[config.mk]
export PLATFORM = sky130hd
export DESIGN_NAME = conv2_kernel_mac
export DESIGN_NICKNAME = d
export VERILOG_FILES = /design/src/rtl/conv2_kernel_mac.sv
export SDC_FILE = /design/constraint.sdc
export NUM_CORES = 2
export LEC_CHECK = 0
export CAP_MARGIN = 20
export CORE_MARGIN = 1
export CORE_UTILIZATION = 35
export CTS_CLUSTER_SIZE = 10
export DETAILED_ROUTE_END_ITERATION = 6
export GPL_TIMING_DRIVEN = 0
export PLACE_DENSITY = 0.48
export SYNTH_ARGS = -nofsm -noshare
export SYNTH_HDL_FRONTEND = slang
export SYNTH_SLANG_ARGS = --single-unit
[constraint.sdc]
create_clock -name clock -period 10.9 [get_ports clock]
set_input_delay 2.18 -clock clock [delete_from_list [all_inputs] [get_ports clock]]
set_output_delay 2.18 -clock clock [all_outputs]
set_load 0.03 [all_outputs]
[src/rtl/conv2_kernel_mac.sv]
// conv2_kernel_mac
// Computes one signed fixed-point dot product between a stream of activation
// pairs and a kernel held in an external dual-port weight ROM. Weights are
// fetched two per cycle (even/odd tap). The products are summed in a wide
// accumulator, and the result is rescaled and saturated to 16 bits.
//
// Ports
//   clock, reset        : clock; synchronous active-high reset
//   start, kern_sel     : begin a dot product on kernel kern_sel (IDLE only)
//   act_valid/act_ready : activation-pair stream handshake
//   act_a, act_b        : signed activations for the even/odd tap of a pair
//   rom_address_a/_b    : weight ROM addresses (ROM has 1-cycle read latency)
//   rom_q_a, rom_q_b    : signed weights returned by the ROM
//   res_valid/res_ready : result handshake
//   res_data            : signed, saturated result
//   busy                : high whenever the block is not idle
module conv2_kernel_mac #(
  parameter int KLEN = 50,
  parameter int FRAC = 8
) (
  input  logic        clock,
  input  logic        reset,
  input  logic        start,
  input  logic [7:0]  kern_sel,
  input  logic        act_valid,
  output logic        act_ready,
  input  logic [15:0] act_a,
  input  logic [15:0] act_b,
  output logic [7:0]  rom_address_a,
  output logic [7:0]  rom_address_b,
  input  logic [15:0] rom_q_a,
  input  logic [15:0] rom_q_b,
  output logic        res_valid,
  input  logic        res_ready,
  output logic [15:0] res_data,
  output logic        busy
);

  localparam logic [7:0] LAST_PAIR = 8'(KLEN / 2 - 1);
  // Only the low 8 bits of kern_sel*KLEN are kept, so KLEN mod 256 suffices.
  localparam logic [7:0] KLEN8 = 8'(KLEN % 256);
  localparam logic signed [39:0] RES_MAX = 40'sd32767;
  localparam logic signed [39:0] RES_MIN = -40'sd32768;

  typedef enum logic [1:0] {IDLE, RUN, DRAIN, DONE} state_t;

  state_t             state, state_next;
  logic [7:0]         base;
  logic [7:0]         p;
  logic               s1_valid;
  logic signed [15:0] s1_a, s1_b;
  logic signed [39:0] acc;

  logic               start_ok;
  logic               act_hs;
  logic [7:0]         base_next;
  logic [7:0]         pair_off;
  logic signed [31:0] prod_a, prod_b;
  logic signed [39:0] acc_scaled;

  assign start_ok  = (state == IDLE) && start;
  assign act_ready = (state == RUN);
  assign act_hs    = act_valid && act_ready;
  assign base_next = kern_sel * KLEN8;
  assign busy      = (state != IDLE);
  assign res_valid = (state == DONE);

  // Addresses come straight from the base and pair registers; since the ROM
  // samples them on the handshake edge, its output lines up with stage 1.
  assign pair_off      = {p[6:0], 1'b0};
  assign rom_address_a = base + pair_off;
  assign rom_address_b = base + pair_off + 8'd1;

  // Sign-extend before multiplying; the 32-bit truncation is exact because a
  // 16x16 signed product always fits in 32 bits.
  assign prod_a = 32'(s1_a) * 32'($signed(rom_q_a));
  assign prod_b = 32'(s1_b) * 32'($signed(rom_q_b));

  // Rescale and saturate from the accumulator register, so the result is
  // stable for as long as the block sits in DONE.
  always_comb begin
    acc_scaled = acc >>> FRAC;
    if (acc_scaled > RES_MAX) begin
      res_data = 16'h7FFF;
    end else if (acc_scaled < RES_MIN) begin
      res_data = 16'h8000;
    end else begin
      res_data = acc_scaled[15:0];
    end
  end

  // Next-state logic. DRAIN is the single cycle in which the last pair
  // (captured at the final handshake) is folded into the accumulator.
  always_comb begin
    state_next = state;
    case (state)
      IDLE:    if (start) state_next = RUN;
      RUN:     if (act_hs && (p == LAST_PAIR)) state_next = DRAIN;
      DRAIN:   state_next = DONE;
      DONE:    if (res_ready) state_next = IDLE;
      default: state_next = IDLE;
    endcase
  end

  // State, pair counter, stage-1 activation registers and accumulator.
  always_ff @(posedge clock) begin
    if (reset) begin
      state    <= IDLE;
      base     <= 8'd0;
      p        <= 8'd0;
      s1_valid <= 1'b0;
      s1_a     <= 16'sd0;
      s1_b     <= 16'sd0;
      acc      <= 40'sd0;
    end else begin
      state    <= state_next;
      s1_valid <= act_hs;
      if (start_ok) begin
        base <= base_next;
        p    <= 8'd0;
        acc  <= 40'sd0;
      end else if (s1_valid) begin
        acc <= acc + 40'(prod_a) + 40'(prod_b);
      end
      if (act_hs) begin
        s1_a <= act_a;
        s1_b <= act_b;
        p    <= p + 8'd1;
      end
    end
  end

endmodule

# After elaboration in Yosys (flattened, before gate mapping)
# Index checks and enable logic that the tools add are counted.
[totals]
n_memories = 0
rom_bits = 0
elab_cells = 40
latch_bits = 0
inputBits = 77
regBits = 90
mem_bits_rw = 0
[classes]
add_sub_neg = 5
n_lt_le_gt_ge = 2
muxes = 8
div_mod_pow = 0
n_shift = 0
multipliers = 3
n_reduce_logical = 8
n_bitwise = 0
eq_ne = 7
[ops]
columns = ["op", "count"]
rows = [
  ["adder 40 x 32 -> 40 bit", 2],
  ["multiplier 16 x 16 -> 32 bit", 2],
  ["greater-than comparator 32 x 16 -> 1 bit, second input constant", 1],
  ["less-than comparator 32 x 16 -> 1 bit, second input constant", 1],
  ["two-way mux 16 bit", 2],
  ["adder 8 x 1 -> 8 bit, second input constant", 2],
  ["two-way mux 8 bit", 2],
  ["adder 8 bit", 1],
  ["== test 8 x 5 -> 1 bit, second input constant", 1],
  ["multiplier 8 x 5 -> 7 bit, second input constant", 1],
  ["case mux 2 bit (4 select lines)", 1],
  ["two-way mux 2 bit", 3],
  ["== test 2 bit, second input constant", 2],
  ["inequality test 2 x 1 -> 1 bit, second input constant", 2],
  ["nonzero test 2 bit", 2],
  ["logical AND 1 bit", 3],
  ["AND reduction 3 bit", 1],
  ["== test 2 x 1 -> 1 bit, second input constant", 1],
  ["zero test 2 bit", 1],
  ["inequality test 2 bit, second input constant", 1],
  ["OR reduction 2 bit", 1],
]

# Longest topological paths before layout
[depth]
depth_word = 5
ltp_mapped = 30
depth_no_buf = 28

# Worst setup path after synthesis
# Ideal clock, no wire load.
[synth_timing]
kind = "input to register"
from = "input port rom_q_b[0]"
to = "register acc[38]"
n_path_buf = 0
path_slack_ns = 1.359
path_stages = 27
arrival_ns = 9.407
t_required_ns = 10.767
setup_time_ns = 0.133
cell_sequence = "nand2_1 -> inv_1 -> fa_1 -> inv_1 -> fa_1 -> inv_1 -> fa_1 -> fa_1 -> inv_1 -> fa_1 -> fa_1 -> inv_1 -> fa_1 -> inv_1 -> fa_1 -> inv_1 -> ha_1 -> a21oi_1 -> nor2_1 -> a2111oi_0 -> o211ai_1 -> nand2_1 -> o21ai_2 -> a221oi_2 -> o21ai_0 -> xnor2_1 -> o22ai_1"
[synth_between]
elab_chain_cells = 2
[synth_rtl]
columns = ["element", "line", "rtl"]
rows = [
  ["start, declared", "32", "input logic [15:0] rom_q_b,"],
  ["multiplier 16 x 16 -> 32 bit", "77", "assign prod_b = 32'(s1_b) * 32'($signed(rom_q_b));"],
  ["adder 40 x 32 -> 40 bit", "123", "acc <= acc + 40'(prod_a) + 40'(prod_b);"],
  ["end signal, assigned", "123", ""],
  ["end, declared", "52", "logic signed [39:0] acc;"],
]
# Every way passes these cells.
# A chain may end at the register's enable or synchronous reset.

# Final worst setup path
[layout_timing]
from = "input port rom_q_a[2]"
to = "register acc[38]"
[layout_between]
elab_chain_cells = 3
[layout_rtl]
columns = ["element", "line", "rtl"]
rows = [
  ["start, declared", "31", "input logic [15:0] rom_q_a,"],
  ["multiplier 16 x 16 -> 32 bit", "76", "assign prod_a = 32'(s1_a) * 32'($signed(rom_q_a));"],
  ["adder 40 x 32 -> 40 bit (2 in series)", "123", ""],
]
# Every way passes these cells.

==> qor.json <==
{
  "gp_routability_congestion": {"value": 0.905},
  "cts_tree": {"value": "built"},
  "async_set_or_reset_flop_fraction_in_the_synthesized_netlist": {"value": 0, "unit": "%"},
  "overall_global_routing_usage": {"value": 21.3, "unit": "%"},
  "max_cap_viol_count": {"value": 0},
  "hold_path.class": {"value": "reg -> reg"},
  "dr_total_vias": {"value": 18400},
  "via_per_inst": {"value": 4.65},
  "cts_inserted_buffers": {"value": 9},
  "synth.yosys.warnings": {"value": 0},
  "slew_headroom": {"value": 25.8, "unit": "%"},
  "std_cell_rows": {"value": 101},
  "max_slew_violation_total_from_the_final_report": {"value": 0},
  "ff2ff_setup_slack": {"value": 1.91, "unit": "ns"},
  "fin_crit": {"value": 10.53, "unit": "ns"},
  "floorplan.core_area": {"value": 75800, "unit": "um^2"},
  "cp-end-kind": {"value": "flop"},
  "totalWireLength": {"value": 76.9, "unit": "mm"},
  "timing.critical_path.slowest_cell_delay": {"value": 0.69, "unit": "ns"},
  "seq_cells_post_synth": {"value": 90},
  "cp.buffers_inverters": {"value": 5},
  "cp_common_cell": {"value": "sky130_fd_sc_hd__fa_1"},
  "top_level_ports": {"value": 112},
  "dp.final_hpwl": {"value": 70.1, "unit": "mm"},
  "total_of_buffers_placed_on_input_and_output_ports": {"value": 107},
  "worst_clock_skew": {"value": 0.0222, "unit": "ns"},
  "die-area": {"value": 77600, "unit": "um^2"},
  "initial_antenna_violation_count": {"value": 3},
  "synth-main-ff-cell": {"value": "sky130_fd_sc_hd__dfxtp_1"},
  "hold_buf_count_cts": {"value": 0},
  "setup_violations": {"value": 0},
  "mapped_nets": {"value": 3792},
  "wire_per_inst": {"value": 19.5, "unit": "um"},
  "synthesis.area": {"value": 26800, "unit": "um^2"},
  "crit_type": {"value": "in -> reg"},
  "globalRouteOverflowTotal": {"value": 0},
  "area_growth": {"value": 10.2, "unit": "%"},
  "cts_root_buffer": {"value": "sky130_fd_sc_hd__clkbuf_16"},
  "grt_setup_unrepaired": {"value": "false"},
  "final_antenna_net_count": {"value": 0},
  "grt_max_degree": {"value": 22},
  "holdWs": {"value": 0.470, "unit": "ns"},
  "grt_pass1_wl": {"value": 125, "unit": "mm"},
  "synth_edf_count": {"value": 0},
  "tightest_slew": {"value": 1.11, "unit": "ns"},
  "clock_sink_count": {"value": 90},
  "num-nets-final": {"value": 3918},
  "synthDistinctLibCells": {"value": 55},
  "drive_above_1_share": {"value": 1.75, "unit": "%"},
  "overall_die_height": {"value": 279, "unit": "um"},
  "yosysSeqAreaShare": {"value": 6.73, "unit": "%"},
  "slowest_stage_cell_on_the_critical_path": {"value": "sky130_fd_sc_hd__fa_1"},
  "critPathRequiredTime": {"value": 11.13, "unit": "ns"},
  "layout_commonest_cell": {"value": "sky130_fd_sc_hd__inv_1"},
  "clockBufferDepth": {"value": 2},
  "maxClockFrequency": {"value": 94.9, "unit": "MHz"},
  "fin_area": {"value": 29500, "unit": "um^2"},
  "clk_transition_reported_paths": {"value": 0.08, "unit": "ns"},
  "cp_top_family": {"value": "adder cells"},
  "firstDrtPassIters": {"value": 5},
  "critical_path_peak_fanout": {"value": 10},
  "post_synth_inst_count": {"value": 2838},
  "final-hold-violation-count": {"value": 0},
  "critical_path.startpoint_type": {"value": "input port"},
  "first_global_vias": {"value": 20800},
  "detailedRoute.firstIterationViolations": {"value": 1025},
  "syn-mean-instance-area": {"value": 9.44, "unit": "um^2"},
  "cp.arrival": {"value": 10.76, "unit": "ns"},
  "commonest_cells_after_routing_fill_and_taps_aside": {"value": "762 x sky130_fd_sc_hd__inv_1, 704 x sky130_fd_sc_hd__fa_1, 381 x sky130_fd_sc_hd__nand2_1"},
  "start_util": {"value": 35.3, "unit": "%"},
  "route.detailed.drc": {"value": 0},
  "clk_latency": {"value": 0.39, "unit": "ns"},
  "width_of_the_chip": {"value": 279, "unit": "um"},
  "placement.cell_area": {"value": 29200, "unit": "um^2"},
  "h-tree-depth": {"value": 3},
  "status": {"value": "finished, final reports clean"},
  "post-route-period-util": {"value": 96.6, "unit": "%"}
}
==> cell usage after synthesis, types with 4 or more instances <==
cell / number / area, um^2
sky130_fd_sc_hd__inv_1: 764 / 2870
sky130_fd_sc_hd__fa_1: 704 / 14100
sky130_fd_sc_hd__nand2_1: 382 / 1430
sky130_fd_sc_hd__and2_1: 204 / 1280
sky130_fd_sc_hd__ha_1: 173 / 2160
sky130_fd_sc_hd__clkbuf_1: 93 / 349
sky130_fd_sc_hd__dfxtp_1: 90 / 1800
sky130_fd_sc_hd__a21oi_1: 79 / 395
sky130_fd_sc_hd__nor2_1: 76 / 285
sky130_fd_sc_hd__xnor2_1: 42 / 368
sky130_fd_sc_hd__mux2i_1: 30 / 300
sky130_fd_sc_hd__a21o_1: 24 / 180
sky130_fd_sc_hd__o21a_1: 21 / 158
sky130_fd_sc_hd__xor2_1: 17 / 149
sky130_fd_sc_hd__nor2b_1: 14 / 87.6
sky130_fd_sc_hd__o21ai_0: 11 / 55.1
sky130_fd_sc_hd__nand3_1: 10 / 50.1
sky130_fd_sc_hd__buf_4: 9 / 67.6
sky130_fd_sc_hd__nand4_1: 9 / 56.3
sky130_fd_sc_hd__a211oi_1: 7 / 52.6
sky130_fd_sc_hd__nand2b_1: 6 / 37.5
sky130_fd_sc_hd__and3_1: 5 / 31.3
sky130_fd_sc_hd__buf_1: 5 / 18.8
sky130_fd_sc_hd__nor4_1: 5 / 31.3
sky130_fd_sc_hd__a31oi_1: 4 / 25.0
sky130_fd_sc_hd__o211ai_1: 4 / 30.0
sky130_fd_sc_hd__o21ai_1: 4 / 20.0
sky130_fd_sc_hd__o21bai_1: 4 / 30.0
==> kinds of logic (layout without fill, tap and decap cells) <==
group,after synthesis,in the layout,synth area share (%)
and+or+nand+nor,719,719,12.5
muxes,31,31,1.16
adders and majority gates,877,877,60.7
other,2,4,0.0280
buffers and inverters,872,1003,12.3
xor gates and xnor gates,59,59,1.93
DFF,90,90,6.73
AOI/OAI and AO/OA,188,188,4.66
==> worst reg2reg max path, stage by stage (launching register included) <==
cell	delay (ns)
sky130_fd_sc_hd__dfxtp_1	0.31
sky130_fd_sc_hd__clkbuf_1	0.52
sky130_fd_sc_hd__clkbuf_1	0.44
sky130_fd_sc_hd__nand2_1	0.25
sky130_fd_sc_hd__fa_1	0.71
sky130_fd_sc_hd__clkinvlp_4	0.33
sky130_fd_sc_hd__fa_1	0.47
sky130_fd_sc_hd__fa_1	0.52
sky130_fd_sc_hd__fa_1	0.45
sky130_fd_sc_hd__fa_1	0.69
sky130_fd_sc_hd__fa_1	0.50
sky130_fd_sc_hd__fa_1	0.51
sky130_fd_sc_hd__inv_1	0.05
sky130_fd_sc_hd__fa_1	0.48
sky130_fd_sc_hd__inv_1	0.05
sky130_fd_sc_hd__ha_1	0.34
sky130_fd_sc_hd__a21oi_1	0.18
sky130_fd_sc_hd__o21ai_0	0.22
sky130_fd_sc_hd__a2111oi_0	0.42
sky130_fd_sc_hd__o211ai_1	0.24
sky130_fd_sc_hd__nand2_1	0.23
sky130_fd_sc_hd__o21ai_2	0.15
sky130_fd_sc_hd__a221oi_2	0.30
sky130_fd_sc_hd__o21ai_0	0.18
sky130_fd_sc_hd__xnor2_1	0.21
sky130_fd_sc_hd__o22ai_1	0.11
==> area by class of cell <==
class                   instances  area [um^2]
inverters                     765         2880
multi-input cells            1876        21700
repair buffers                115         1180
plain buffers                 107          438
well taps                     978         1220
fillers                      7765        46300
flip-flops and latches         90         1800
diodes                          2         5.00
clock buffers                   9          225
clock inverters                 7         83.8
==> registers in the layout, indices dropped and copies added, names as in the netlist <==
name      flops
acc          40
s1_a         16
state         2
s1_valid      1
s1_b         16
p             8
base          7
==> through the flow <==
step / TNS [ns] / utilization, % / setup slack (ns) / std cells
finish: 0 / 38.9 / 0.366 / 3949
global route: 0 / 38.9 / 0.00689 / 3947
CTS: 0 / 38.9 / 0.00785 / 3944
detailed placement: -0.658 / 38.5 / -0.369 / 3928
global placement: -7.90 / 38.4 / -0.876 / 3923
floorplan: 0 / - / 1.36 / 2838
==> path summary, 6_finish.rpt <==
check	endpoint	cells after the start	start
max	acc[38]$_SDFFE_PP0P_	25	rom_q_a[2]
max reg2reg	acc[38]$_SDFFE_PP0P_	25	s1_a[15]$_SDFFE_PP0P_
min	base[7]$_SDFFE_PP0P_	2	base[7]$_SDFFE_PP0P_
min reg2reg	base[7]$_SDFFE_PP0P_	2	base[7]$_SDFFE_PP0P_
==> per-layer routing <==
metal	routed length (um)	GRT usage (%)
met1	37400	31.5
met2	33900	32.7
met4	1580	4.83
met5	13	0
met3	4060	3.43
==> what timing repair did <==
action | in CTS | in global routing
gates resized for setup | 0 | 6
setup endpoints to repair | 0 | 3
buffers inserted | 0 | 3
Power is left out: the tool's default activity adds up to more than one toggle a clock period on the data nets, which glitch-free logic cannot reach.
